File: src/rtl/msg_uart_tx.sv
// 8N1 UART transmitter fed by a byte FIFO, with a 10-byte frame monitor (0x5A/0x5B header, matching tail).
// Latency: RD strobe to start bit is 2 cycles, one byte every 10*CLKS_PER_BIT+2 cycles; an empty FIFO simply idles the line.
module msg_uart_tx #(
   parameter int CLKS_PER_BIT = 868
) (
   input  logic        OPB_CLK,
   input  logic        OPB_RST_N,
   input  logic        TX_FIFO_EMPTY,
   output logic        TX_FIFO_RD,
   input  logic [7:0]  TX_FIFO_Q,
   output logic        UART_TXD,
   output logic        TX_BUSY,
   output logic        FRAME_DONE,
   output logic        FRAME_ERR,
   output logic [15:0] FRAME_CNT
);

   localparam int CW = (CLKS_PER_BIT > 1) ? $clog2(CLKS_PER_BIT) : 1;

   typedef enum logic [2:0] {IDLE, FETCH, LOAD, START, DATA, STOP} state_t;

   state_t        state_q, state_d;
   logic [CW-1:0] clk_cnt_q, clk_cnt_d;
   logic [2:0]    bit_idx_q, bit_idx_d;
   logic [7:0]    shift_q, shift_d;
   logic [3:0]    byte_idx_q, byte_idx_d;
   logic [7:0]    tail_q, tail_d;
   logic          done_pend_q, done_pend_d;
   logic          txd_q, txd_d;
   logic          rd_q, rd_d;
   logic          busy_q, busy_d;
   logic          done_q, done_d;
   logic          err_q, err_d;
   logic [15:0]   frame_cnt_q, frame_cnt_d;
   logic          bit_end;

   assign bit_end = (clk_cnt_q == CW'(CLKS_PER_BIT - 1));

   always_comb begin
      state_d     = state_q;
      clk_cnt_d   = clk_cnt_q;
      bit_idx_d   = bit_idx_q;
      shift_d     = shift_q;
      byte_idx_d  = byte_idx_q;
      tail_d      = tail_q;
      done_pend_d = done_pend_q;
      frame_cnt_d = frame_cnt_q;
      done_d      = 1'b0;
      err_d       = 1'b0;

      case (state_q)
         IDLE: begin
            if (!TX_FIFO_EMPTY) state_d = FETCH;
         end
         FETCH: begin
            state_d = LOAD;
         end
         LOAD: begin
            shift_d   = TX_FIFO_Q;
            clk_cnt_d = '0;
            state_d   = START;
            // A bad header is still sent; the monitor just stays at index 0 to resync.
            if (byte_idx_q == 4'd0) begin
               if (TX_FIFO_Q == 8'h5A || TX_FIFO_Q == 8'h5B) begin
                  tail_d     = (TX_FIFO_Q == 8'h5A) ? 8'hA5 : 8'hA4;
                  byte_idx_d = 4'd1;
               end else begin
                  err_d = 1'b1;
               end
            end else if (byte_idx_q == 4'd9) begin
               if (TX_FIFO_Q == tail_q) done_pend_d = 1'b1;
               else                     err_d       = 1'b1;
               byte_idx_d = 4'd0;
            end else begin
               byte_idx_d = byte_idx_q + 4'd1;
            end
         end
         START: begin
            if (bit_end) begin
               clk_cnt_d = '0;
               bit_idx_d = 3'd0;
               state_d   = DATA;
            end else begin
               clk_cnt_d = clk_cnt_q + CW'(1);
            end
         end
         DATA: begin
            if (bit_end) begin
               clk_cnt_d = '0;
               if (bit_idx_q == 3'd7) state_d = STOP;
               else                   bit_idx_d = bit_idx_q + 3'd1;
            end else begin
               clk_cnt_d = clk_cnt_q + CW'(1);
            end
         end
         STOP: begin
            if (bit_end) begin
               clk_cnt_d = '0;
               state_d   = TX_FIFO_EMPTY ? IDLE : FETCH;
               if (done_pend_q) begin
                  done_d      = 1'b1;
                  done_pend_d = 1'b0;
                  frame_cnt_d = frame_cnt_q + 16'd1;
               end
            end else begin
               clk_cnt_d = clk_cnt_q + CW'(1);
            end
         end
         default: state_d = IDLE;
      endcase

      // Outputs are decoded from the next state so the registers line up with the state they describe.
      rd_d   = (state_d == FETCH);
      busy_d = (state_d != IDLE);
      case (state_d)
         START:   txd_d = 1'b0;
         DATA:    txd_d = shift_d[bit_idx_d];
         default: txd_d = 1'b1;
      endcase
   end

   always_ff @(posedge OPB_CLK) begin
      if (!OPB_RST_N) begin
         state_q     <= IDLE;
         clk_cnt_q   <= '0;
         bit_idx_q   <= 3'd0;
         shift_q     <= 8'h00;
         byte_idx_q  <= 4'd0;
         tail_q      <= 8'h00;
         done_pend_q <= 1'b0;
         txd_q       <= 1'b1;
         rd_q        <= 1'b0;
         busy_q      <= 1'b0;
         done_q      <= 1'b0;
         err_q       <= 1'b0;
         frame_cnt_q <= 16'h0000;
      end else begin
         state_q     <= state_d;
         clk_cnt_q   <= clk_cnt_d;
         bit_idx_q   <= bit_idx_d;
         shift_q     <= shift_d;
         byte_idx_q  <= byte_idx_d;
         tail_q      <= tail_d;
         done_pend_q <= done_pend_d;
         txd_q       <= txd_d;
         rd_q        <= rd_d;
         busy_q      <= busy_d;
         done_q      <= done_d;
         err_q       <= err_d;
         frame_cnt_q <= frame_cnt_d;
      end
   end

   assign TX_FIFO_RD = rd_q;
   assign UART_TXD   = txd_q;
   assign TX_BUSY    = busy_q;
   assign FRAME_DONE = done_q;
   assign FRAME_ERR  = err_q;
   assign FRAME_CNT  = frame_cnt_q;

endmodule

File: config.mk
export PLATFORM = sky130hd
export DESIGN_NAME = msg_uart_tx
export DESIGN_NICKNAME = d
export VERILOG_FILES = /design/src/rtl/msg_uart_tx.sv
export SDC_FILE = /design/constraint.sdc
export NUM_CORES = 1
export LEC_CHECK = 0
export BUFFER_PORTS_ARGS = -buffer_cell sky130_fd_sc_hd__buf_2
export CORE_MARGIN = 2
export CORE_UTILIZATION = 35
export CTS_CLUSTER_DIAMETER = 60
export CTS_CLUSTER_SIZE = 10
export DETAILED_ROUTE_END_ITERATION = 8
export PLACE_DENSITY = 0.57
export SYNTH_ARGS = -nofsm -noshare
export SYNTH_HDL_FRONTEND = slang
export SYNTH_SLANG_ARGS = --single-unit
File: constraint.sdc
create_clock -name OPB_CLK -period 2.5 [get_ports OPB_CLK]
set_input_delay 0.125 -clock OPB_CLK [delete_from_list [all_inputs] [get_ports OPB_CLK]]
set_output_delay 0.125 -clock OPB_CLK [all_outputs]
set_load 0.005 [all_outputs]
==> impl_metrics.prom, run 1 <==
# TYPE chip_impl_metric gauge
chip_impl_metric{name="fill_cells",unit=""} 812
chip_impl_metric{name="cts.sink_count",unit=""} 52
chip_impl_metric{name="timing_worst_slew_pin_value",unit="ns"} 0.4880
chip_impl_metric{name="gr-usage-met2",unit=""} 0.2310
chip_impl_metric{name="yosys.area_share.xor_xnor",unit=""} 0.05817
chip_impl_metric{name="drt_iter0_markers",unit=""} 161
chip_impl_metric{name="synthMuxAreaShare",unit=""} 0.03001
chip_impl_metric{name="drcViolationCount",unit=""} 0
chip_impl_metric{name="peakVddDrop",unit="µV"} 185.3
chip_impl_info{name="tritoncts",value="yes"} 1
chip_impl_metric{name="cap_viol_max_count",unit=""} 0
chip_impl_metric{name="finalHoldWorstSlack",unit="ns"} 0.04995
chip_impl_metric{name="drt-vias-per-instance",unit=""} 5.053
chip_impl_info{name="grt_setup_unrepaired",value="no"} 1
chip_impl_metric{name="synthesized_area_fraction_occupied_by_ao_oa_aoi_and_oai_cells",unit=""} 0.1500
chip_impl_metric{name="grt_pass1_vias",unit=""} 2130
chip_impl_metric{name="h-tree-depth",unit=""} 2
chip_impl_metric{name="clkSlewWorstSetupHoldPaths",unit="ns"} 0.10
chip_impl_metric{name="arr_time_crit_path",unit="ns"} 2.54
chip_impl_metric{name="fin_tns_setup",unit="ns"} 0
chip_impl_metric{name="finalNetCount",unit=""} 371
chip_impl_metric{name="grt_usage",unit=""} 0.1494
chip_impl_metric{name="synthesis.yosys.warnings",unit=""} 0
chip_impl_metric{name="detailedRoute.firstPassIterationCount",unit=""} 5
chip_impl_metric{name="floorplan.core_area",unit="µm²"} 7607
chip_impl_info{name="endpoint_kind",value="register"} 1
chip_impl_info{name="synth_ff_type",value="dfxtp_1"} 1
chip_impl_info{name="reg2reg_to",value="UART_TXD"} 1
chip_impl_metric{name="post_cts_hold_buffer_count",unit=""} 0
chip_impl_metric{name="max-slew-margin-rel",unit=""} 0.6747
chip_impl_metric{name="share_of_cells_above_drive_strength_1",unit=""} 0.1803
chip_impl_metric{name="largest_net_degree_at_the_start_of_global_routing",unit=""} 39
chip_impl_info{name="cell_chain_critical_path",value="nand2b_4, or3_1, nor3_4, nor3b_1, or3b_1, a2111oi_2, a211oi_2"} 1
chip_impl_metric{name="slew_violations",unit=""} 0
chip_impl_metric{name="cp_data_required_time",unit="ns"} 2.70
chip_impl_metric{name="grt.met3_usage",unit=""} 0.02958
chip_impl_metric{name="grt_antenna_before_repair",unit=""} 0
chip_impl_metric{name="timing.final.crit_period",unit="ns"} 2.341
chip_impl_info{name="critPathSlowestCell",value="dfxtp_1"} 1
chip_impl_metric{name="synthArstFlopShare",unit=""} 0
chip_impl_info{name="yosysTopAreaCell",value="dfxtp_1"} 1
chip_impl_info{name="most_common_library_cell_in_the_layout_ignoring_fill_and_taps",value="dfxtp_1"} 1
chip_impl_info{name="status",value="completed"} 1
chip_impl_metric{name="insertedDiodeCount",unit=""} 0
chip_impl_metric{name="synth.lib_cells_used.distinct",unit=""} 61
chip_impl_metric{name="ff2ff_path_depth",unit=""} 7
chip_impl_metric{name="syn_area",unit="µm²"} 2710
chip_impl_info{name="synth.top_cells.by_area",value="dfxtp_1 38%, nand2_1 6.9%, nor2_1 5.5%, a21oi_1 4.8%, xor2_1 3.9%"} 1
chip_impl_metric{name="worstPathMaxFanout",unit=""} 11
chip_impl_metric{name="dieWidth",unit="µm"} 92.00
chip_impl_info{name="setup.worst_path.class",value="register to register"} 1
chip_impl_metric{name="detailedPlacementHpwl",unit="mm"} 4.292
chip_impl_info{name="synth_top_family_by_area",value="simple AND/OR/NAND/NOR gates"} 1
chip_impl_metric{name="initial_core_util",unit=""} 0.3562
chip_impl_metric{name="p_leak",unit="nW"} 1.149
chip_impl_metric{name="hold-path-cell-count",unit=""} 2
chip_impl_metric{name="worst_path_largest_cell_delay",unit="ns"} 0.57
chip_impl_info{name="top_library_cells_by_usage_in_the_layout_fill_and_taps_aside",value="52 x dfxtp_1, 50 x nand2_1, 40 x nor2_1"} 1
chip_impl_metric{name="p_per_area",unit="nW/µm²"} 485.9
chip_impl_info{name="cp-start-kind",value="register"} 1
chip_impl_metric{name="synth_simple_gate_area_frac",unit=""} 0.3139
chip_impl_info{name="r2r-start",value="state_q[2]"} 1
chip_impl_metric{name="cts_resized",unit=""} 0
chip_impl_metric{name="grt_first_pass_wirelength",unit="mm"} 10.25
chip_impl_metric{name="floorplan.io_pins",unit=""} 32
chip_impl_metric{name="synth_enable_flop_cells",unit=""} 0
chip_impl_metric{name="fmax",unit="GHz"} 0.4271
chip_impl_metric{name="cts.path.max_buffers",unit=""} 2
chip_impl_info{name="hp-start",value="TX_FIFO_Q[0]"} 1
chip_impl_metric{name="synth_adder_area_share",unit=""} 0.02770
chip_impl_metric{name="layout_worst_path_cycle_share",unit=""} 0.9365
chip_impl_metric{name="final.setup_skew",unit="ns"} 0.01165
chip_impl_metric{name="yosysTopAreaCellShare",unit=""} 0.3841
chip_impl_metric{name="die_area",unit="µm²"} 8463
chip_impl_metric{name="yosysSeqAreaShare",unit=""} 0.3841
chip_impl_metric{name="totalWireLength",unit="mm"} 6.018
chip_impl_metric{name="clk-insertion-delay-late",unit="ns"} 0.31
chip_impl_metric{name="gr-total-overflow",unit=""} 0
chip_impl_metric{name="cts_buffers",unit=""} 5
chip_impl_info{name="hold_class",value="input port to register"} 1
chip_impl_metric{name="drt.antenna.violating_nets",unit=""} 0
chip_impl_metric{name="final-setup-viol-count",unit=""} 0
chip_impl_info{name="global_route.peak_usage_layer",value="met2"} 1
chip_impl_metric{name="synth_cells",unit=""} 323
chip_impl_metric{name="areaGrowthSynthToFinish",unit="%"} 12.79
chip_impl_metric{name="use_met1",unit=""} 0.2107
chip_impl_info{name="ctsRootBufferMaster",value="clkbuf_8"} 1
chip_impl_metric{name="finalWeightedCongestion",unit=""} 0.8233
chip_impl_metric{name="die_h",unit="µm"} 92.00
chip_impl_metric{name="core.rowCount",unit=""} 32
chip_impl_metric{name="power.total",unit="W"} 0.001485
chip_impl_metric{name="detailroute.via_count",unit=""} 2309
chip_impl_metric{name="synth_area_per_cell",unit="µm²"} 8.390
chip_impl_metric{name="r2r_slack",unit="ns"} 0.16
chip_impl_metric{name="place.port_buffers",unit=""} 31
chip_impl_metric{name="mean_routed_wirelength_per_cell",unit="µm"} 13.17
chip_impl_metric{name="yosys_register_bits",unit=""} 52
chip_impl_metric{name="timing_hold_violations_final",unit=""} 0
chip_impl_metric{name="postSynthNetCount",unit=""} 340
chip_impl_metric{name="cts_setup_buffers",unit=""} 0
chip_impl_info{name="worst_hold_path.endpoint",value="tail_q[0]"} 1
-- stage by stage --
step | area, µm² | worst slack [ns] | std cells | util
after floorplan | 2710 | 0.2468 | 323 | -
after global placement | 2963 | 0.2426 | 449 | 0.3895
after detailed placement | 2963 | 0.1936 | 449 | 0.3895
after CTS | 3057 | 0.1652 | 457 | 0.4018
after global routing | 3057 | 0.009310 | 457 | 0.4018
final | 3057 | 0.1587 | 457 | 0.4018
-- power breakdown --
part / internal [W] / switching [W] / total, W
logic: 0.0000476 / 0.0000738 / 0.000121
clock network: 0.000226 / 0.000281 / 0.000507
registers: 0.000843 / 0.0000137 / 0.000857
total: 0.00112 / 0.000369 / 0.00149
-- how the worst max path moves through the flow --
stage | startpoint | endpoint | cells past startpoint
3_5_place_dp | state_q[2] | UART_TXD | 7
4_1_cts | state_q[2] | UART_TXD | 7
2_1_floorplan | bit_idx_q[0] | UART_TXD | 8
5_1_grt | state_q[2] | UART_TXD | 7
6_report | state_q[2] | UART_TXD | 7
3_3_place_gp | state_q[2] | UART_TXD | 7
-- flip-flops by register name (all words and copies together) (netlist names), 2 cells and up --
register    cells
FRAME_CNT      16
bit_idx_q       3
byte_idx_q      4
clk_cnt_q      10
shift_q         8
state_q         3
tail_q          2
-- layer usage --
layer / share of wire / vias up
li1: - / 1187
met2: 0.45 / 39
met5: 0 / -
met3: 0.029 / 12
met1: 0.51 / 1071
met4: 0.015 / 0
-- critical path: cells and delay by family (launching register included) --
kind | cells | cell delay [ns]
flops | 1 | 0.57
simple gates | 5 | 1.24
compound gates | 2 | 0.41
-- cell type report --
class | instances | area [µm²] | area share
clock inverter | 1 | 7.507 | 0.002456
multi-input combinational | 251 | 1572 | 0.5141
inverter | 8 | 30.03 | 0.009824
tap | 102 | 127.6 | 0.04175
timing repair buffer | 36 | 192.7 | 0.06304
sequential | 52 | 1041 | 0.3406
clock buffer | 7 | 86.33 | 0.02824
-- Yosys cell counts, types with 2 or more instances --
master    instances
or3_1             6
nand2_1          50
nor3_1            4
inv_1             8
and4_1            2
and2_1            9
nor4_1            2
ha_1              6
clkbuf_1          6
o21a_1            2
buf_6             2
dfxtp_1          52
xnor2_1           6
a41oi_1           2
nand3_1          10
xor2_1           12
mux2i_1           3
o21ai_1           2
a21oi_1          26
nand3b_1          4
and3_1            5
o21ai_0          14
nand2b_4          2
nand4_1           9
buf_2             3
nor2_2            2
nor2_1           40
-- logic make-up after synthesis --
logic type,count (synthesis)
XOR/XNOR,18
AND/OR/NAND/NOR,160
multiplexers,5
adder cells (fa/ha/maj),6
buffers and inverters,20
flip-flops,52
AO/OA/AOI/OAI,62
Power figures use the tool's default switching activity.
==> inputs of run 2 (changes only) <==
BUFFER_PORTS_ARGS = not set   (was -buffer_cell sky130_fd_sc_hd__buf_2)
DONT_BUFFER_PORTS = 1   (was not set)
PLACE_DENSITY = 0.54   (was 0.57)
clock period = 2.4 ns   (was 2.5 ns; I/O delays follow)
==> run 2 against run 1 <==
Register-to-register slack got worse by 0.05 ns; clock skew shrank 0.0074 ns; sequential power rose by 4.3%; combinational power is essentially flat; core utilization shrank 0.099 points; routed wire length grew 2.3%; global-route usage is 0.72 points higher; total power rose by 3.1%; non-clock buffer count down 15; final area is 0.25% lower; first-iteration DRC count is 1.2% higher; fmax increased by 2.0%; highest routed layer unchanged.
==> impl_metrics.prom, run 2 (synthesis results as in run 1) <==
# TYPE chip_impl_metric gauge
chip_impl_info{name="status",value="completed"} 1
chip_impl_metric{name="drt.antenna.violating_nets",unit=""} 0
chip_impl_metric{name="fmax",unit="GHz"} 0.4355
chip_impl_metric{name="drt-vias-per-instance",unit=""} 5.129
chip_impl_metric{name="final-setup-viol-count",unit=""} 0
chip_impl_metric{name="grt_pass1_vias",unit=""} 2225
chip_impl_metric{name="timing_worst_slew_pin_value",unit="ns"} 0.5127
chip_impl_metric{name="die_area",unit="µm²"} 8463
chip_impl_info{name="cp-start-kind",value="register"} 1
chip_impl_metric{name="timing.final.crit_period",unit="ns"} 2.296
chip_impl_info{name="endpoint_kind",value="register"} 1
chip_impl_metric{name="finalCoreUtilization",unit=""} 0.4008
chip_impl_metric{name="totalWireLength",unit="mm"} 6.157
chip_impl_metric{name="detailed_place.area",unit="µm²"} 2838
chip_impl_metric{name="finalNetCount",unit=""} 356
chip_impl_metric{name="layout_worst_path_cycle_share",unit=""} 0.9567
chip_impl_metric{name="ff2ff_path_depth",unit=""} 8
chip_impl_metric{name="peakVddDrop",unit="µV"} 275.8
chip_impl_metric{name="finalWeightedCongestion",unit=""} 0.8049
chip_impl_metric{name="initial_core_util",unit=""} 0.3562
chip_impl_metric{name="die_h",unit="µm"} 92.00
chip_impl_metric{name="timing_hold_violations_final",unit=""} 0
chip_impl_info{name="global_route.peak_usage_layer",value="met2"} 1
chip_impl_metric{name="power.internal",unit="W"} 0.001162
chip_impl_metric{name="grt_first_pass_wirelength",unit="mm"} 10.72
chip_impl_metric{name="largest_register_ff_count",unit=""} 16
chip_impl_metric{name="core.rowCount",unit=""} 32
chip_impl_metric{name="finalHoldWorstSlack",unit="ns"} 0.005910
chip_impl_metric{name="worstPathMaxFanout",unit=""} 6
chip_impl_metric{name="p_clk_frac",unit=""} 0.338
chip_impl_info{name="reg2reg_to",value="UART_TXD"} 1
chip_impl_metric{name="p_leak",unit="nW"} 1.075
chip_impl_metric{name="gr-usage-met2",unit=""} 0.2457
chip_impl_metric{name="place.port_buffers",unit=""} 0
chip_impl_metric{name="drcViolationCount",unit=""} 0
chip_impl_info{name="r2r-start",value="bit_idx_q[0]"} 1
chip_impl_info{name="critPathCapture",value="UART_TXD"} 1
chip_impl_info{name="top_library_cells_by_usage_in_the_layout_fill_and_taps_aside",value="50 x dfxtp_1, 50 x nand2_1, 40 x nor2_1"} 1
chip_impl_metric{name="floorplan.io_pins",unit=""} 32
chip_impl_metric{name="largest_net_degree_at_the_start_of_global_routing",unit=""} 23
chip_impl_metric{name="dieWidth",unit="µm"} 92.00
chip_impl_metric{name="clkSlewWorstSetupHoldPaths",unit="ns"} 0.09
chip_impl_metric{name="seq_power_share",unit=""} 0.584
chip_impl_metric{name="detailroute.via_count",unit=""} 2267
chip_impl_metric{name="cts_buffers",unit=""} 5
chip_impl_metric{name="clk-insertion-delay-late",unit="ns"} 0.30
chip_impl_metric{name="final.setup_skew",unit="ns"} 0.004220
chip_impl_metric{name="final_design_area_no_fill",unit="µm²"} 3049
chip_impl_info{name="grt_setup_unrepaired",value="yes"} 1
chip_impl_metric{name="grt.met3_usage",unit=""} 0.03944
chip_impl_metric{name="detailedRoute.firstPassIterationCount",unit=""} 4
chip_impl_metric{name="mean_routed_wirelength_per_cell",unit="µm"} 13.93
chip_impl_metric{name="use_met1",unit=""} 0.2095
chip_impl_metric{name="max-slew-margin-rel",unit=""} 0.6578
chip_impl_metric{name="grt_usage",unit=""} 0.1566
chip_impl_metric{name="arr_time_crit_path",unit="ns"} 2.48
chip_impl_metric{name="r2r_slack",unit="ns"} 0.10
chip_impl_metric{name="cts.path.max_buffers",unit=""} 2
chip_impl_metric{name="p_sw",unit="W"} 0.0003683
chip_impl_metric{name="slew_violations",unit=""} 0
chip_impl_info{name="critical_path.startpoint",value="bit_idx_q[0]"} 1
chip_impl_metric{name="power_switching_share",unit=""} 0.2406
chip_impl_metric{name="combPwrFrac",unit=""} 0.077
chip_impl_metric{name="drt_iter0_markers",unit=""} 163
chip_impl_info{name="tritoncts",value="yes"} 1
chip_impl_metric{name="grt_antenna_before_repair",unit=""} 0
chip_impl_metric{name="gr-total-overflow",unit=""} 0
chip_impl_metric{name="areaGrowthSynthToFinish",unit="%"} 12.51
chip_impl_metric{name="floorplan.core_area",unit="µm²"} 7607
chip_impl_metric{name="p_per_area",unit="nW/µm²"} 502.0
chip_impl_metric{name="insertedDiodeCount",unit=""} 0
chip_impl_metric{name="detailedPlacementHpwl",unit="mm"} 4.366
chip_impl_metric{name="power.total",unit="W"} 0.001531
chip_impl_metric{name="cap_viol_max_count",unit=""} 0
chip_impl_metric{name="fin_tns_setup",unit="ns"} 0
chip_impl_metric{name="h-tree-depth",unit=""} 2
chip_impl_metric{name="share_of_cells_above_drive_strength_1",unit=""} 0.1265
chip_impl_info{name="setup.worst_path.class",value="register to register"} 1
chip_impl_metric{name="cp_data_required_time",unit="ns"} 2.59
chip_impl_info{name="ctsRootBufferMaster",value="clkbuf_8"} 1
chip_impl_info{name="hold_class",value="input port to register"} 1
chip_impl_metric{name="cts.sink_count",unit=""} 52
run 2: power by group through the flow:
stage               Clock [W]  Combinational [W]  Sequential [W]
detailed placement          0           0.000103        0.000914
global placement            0           0.000104        0.000914
floorplan                   0          0.0000845        0.000905
global route         0.000578           0.000134        0.000897
finish               0.000518           0.000119        0.000894
CTS                  0.000541           0.000119        0.000894
run 2: critical path, stage by stage, from the launching register on:
cell and delay (ns):
dfxtp_1 0.33, ha_1 0.20, and2_1 0.18, or3_1 0.38, nor3_4 0.23, nor3b_1 0.08, or3b_1 0.37, a2111oi_2 0.34
a211oi_2 0.08
run 2: through the flow:
step                      worst slack [ns]  std cells
after floorplan                     0.1468        323
after global placement              0.1686        422
after detailed placement            0.1275        422
after CTS                           0.1075        440
after global routing              -0.01035        442
final                               0.1038        442
run 2: cell type report:
class                      count  area, µm²
multi-input combinational    251       1573
clock buffer                   6      82.58
timing repair buffer          21      182.7
sequential                    52       1044
clock inverter                 2      10.01
inverter                       8      30.03
fill                         808       4558
tap                          102      127.6
run 2: worst min-delay path by stage:
stage	start	to	cells past startpoint
4_1_cts	OPB_RST_N	FRAME_ERR	1
3_3_place_gp	TX_FIFO_Q[0]	tail_q[0]	1
6_report	OPB_RST_N	FRAME_ERR	1
2_1_floorplan	TX_FIFO_Q[0]	tail_q[0]	1
5_1_grt	OPB_RST_N	FRAME_ERR	1
3_5_place_dp	TX_FIFO_Q[0]	tail_q[0]	1
run 2: routing by layer:
| layer | routed length, µm | vias to the layer above |
|---|---|---|
| li1 | - | 1159 |
| met5 | 0 | - |
| met3 | 292 | 8 |
| met4 | 87 | 0 |
| met2 | 2721 | 38 |
| met1 | 3054 | 1062 |
run 2: timing repair:
item                                   CTS  global route
endpoints found under the hold margin   15             0
setup buffers                            0             2
hold buffers                            10             0
setup endpoints to repair                0             3
gates resized for setup                  0             3
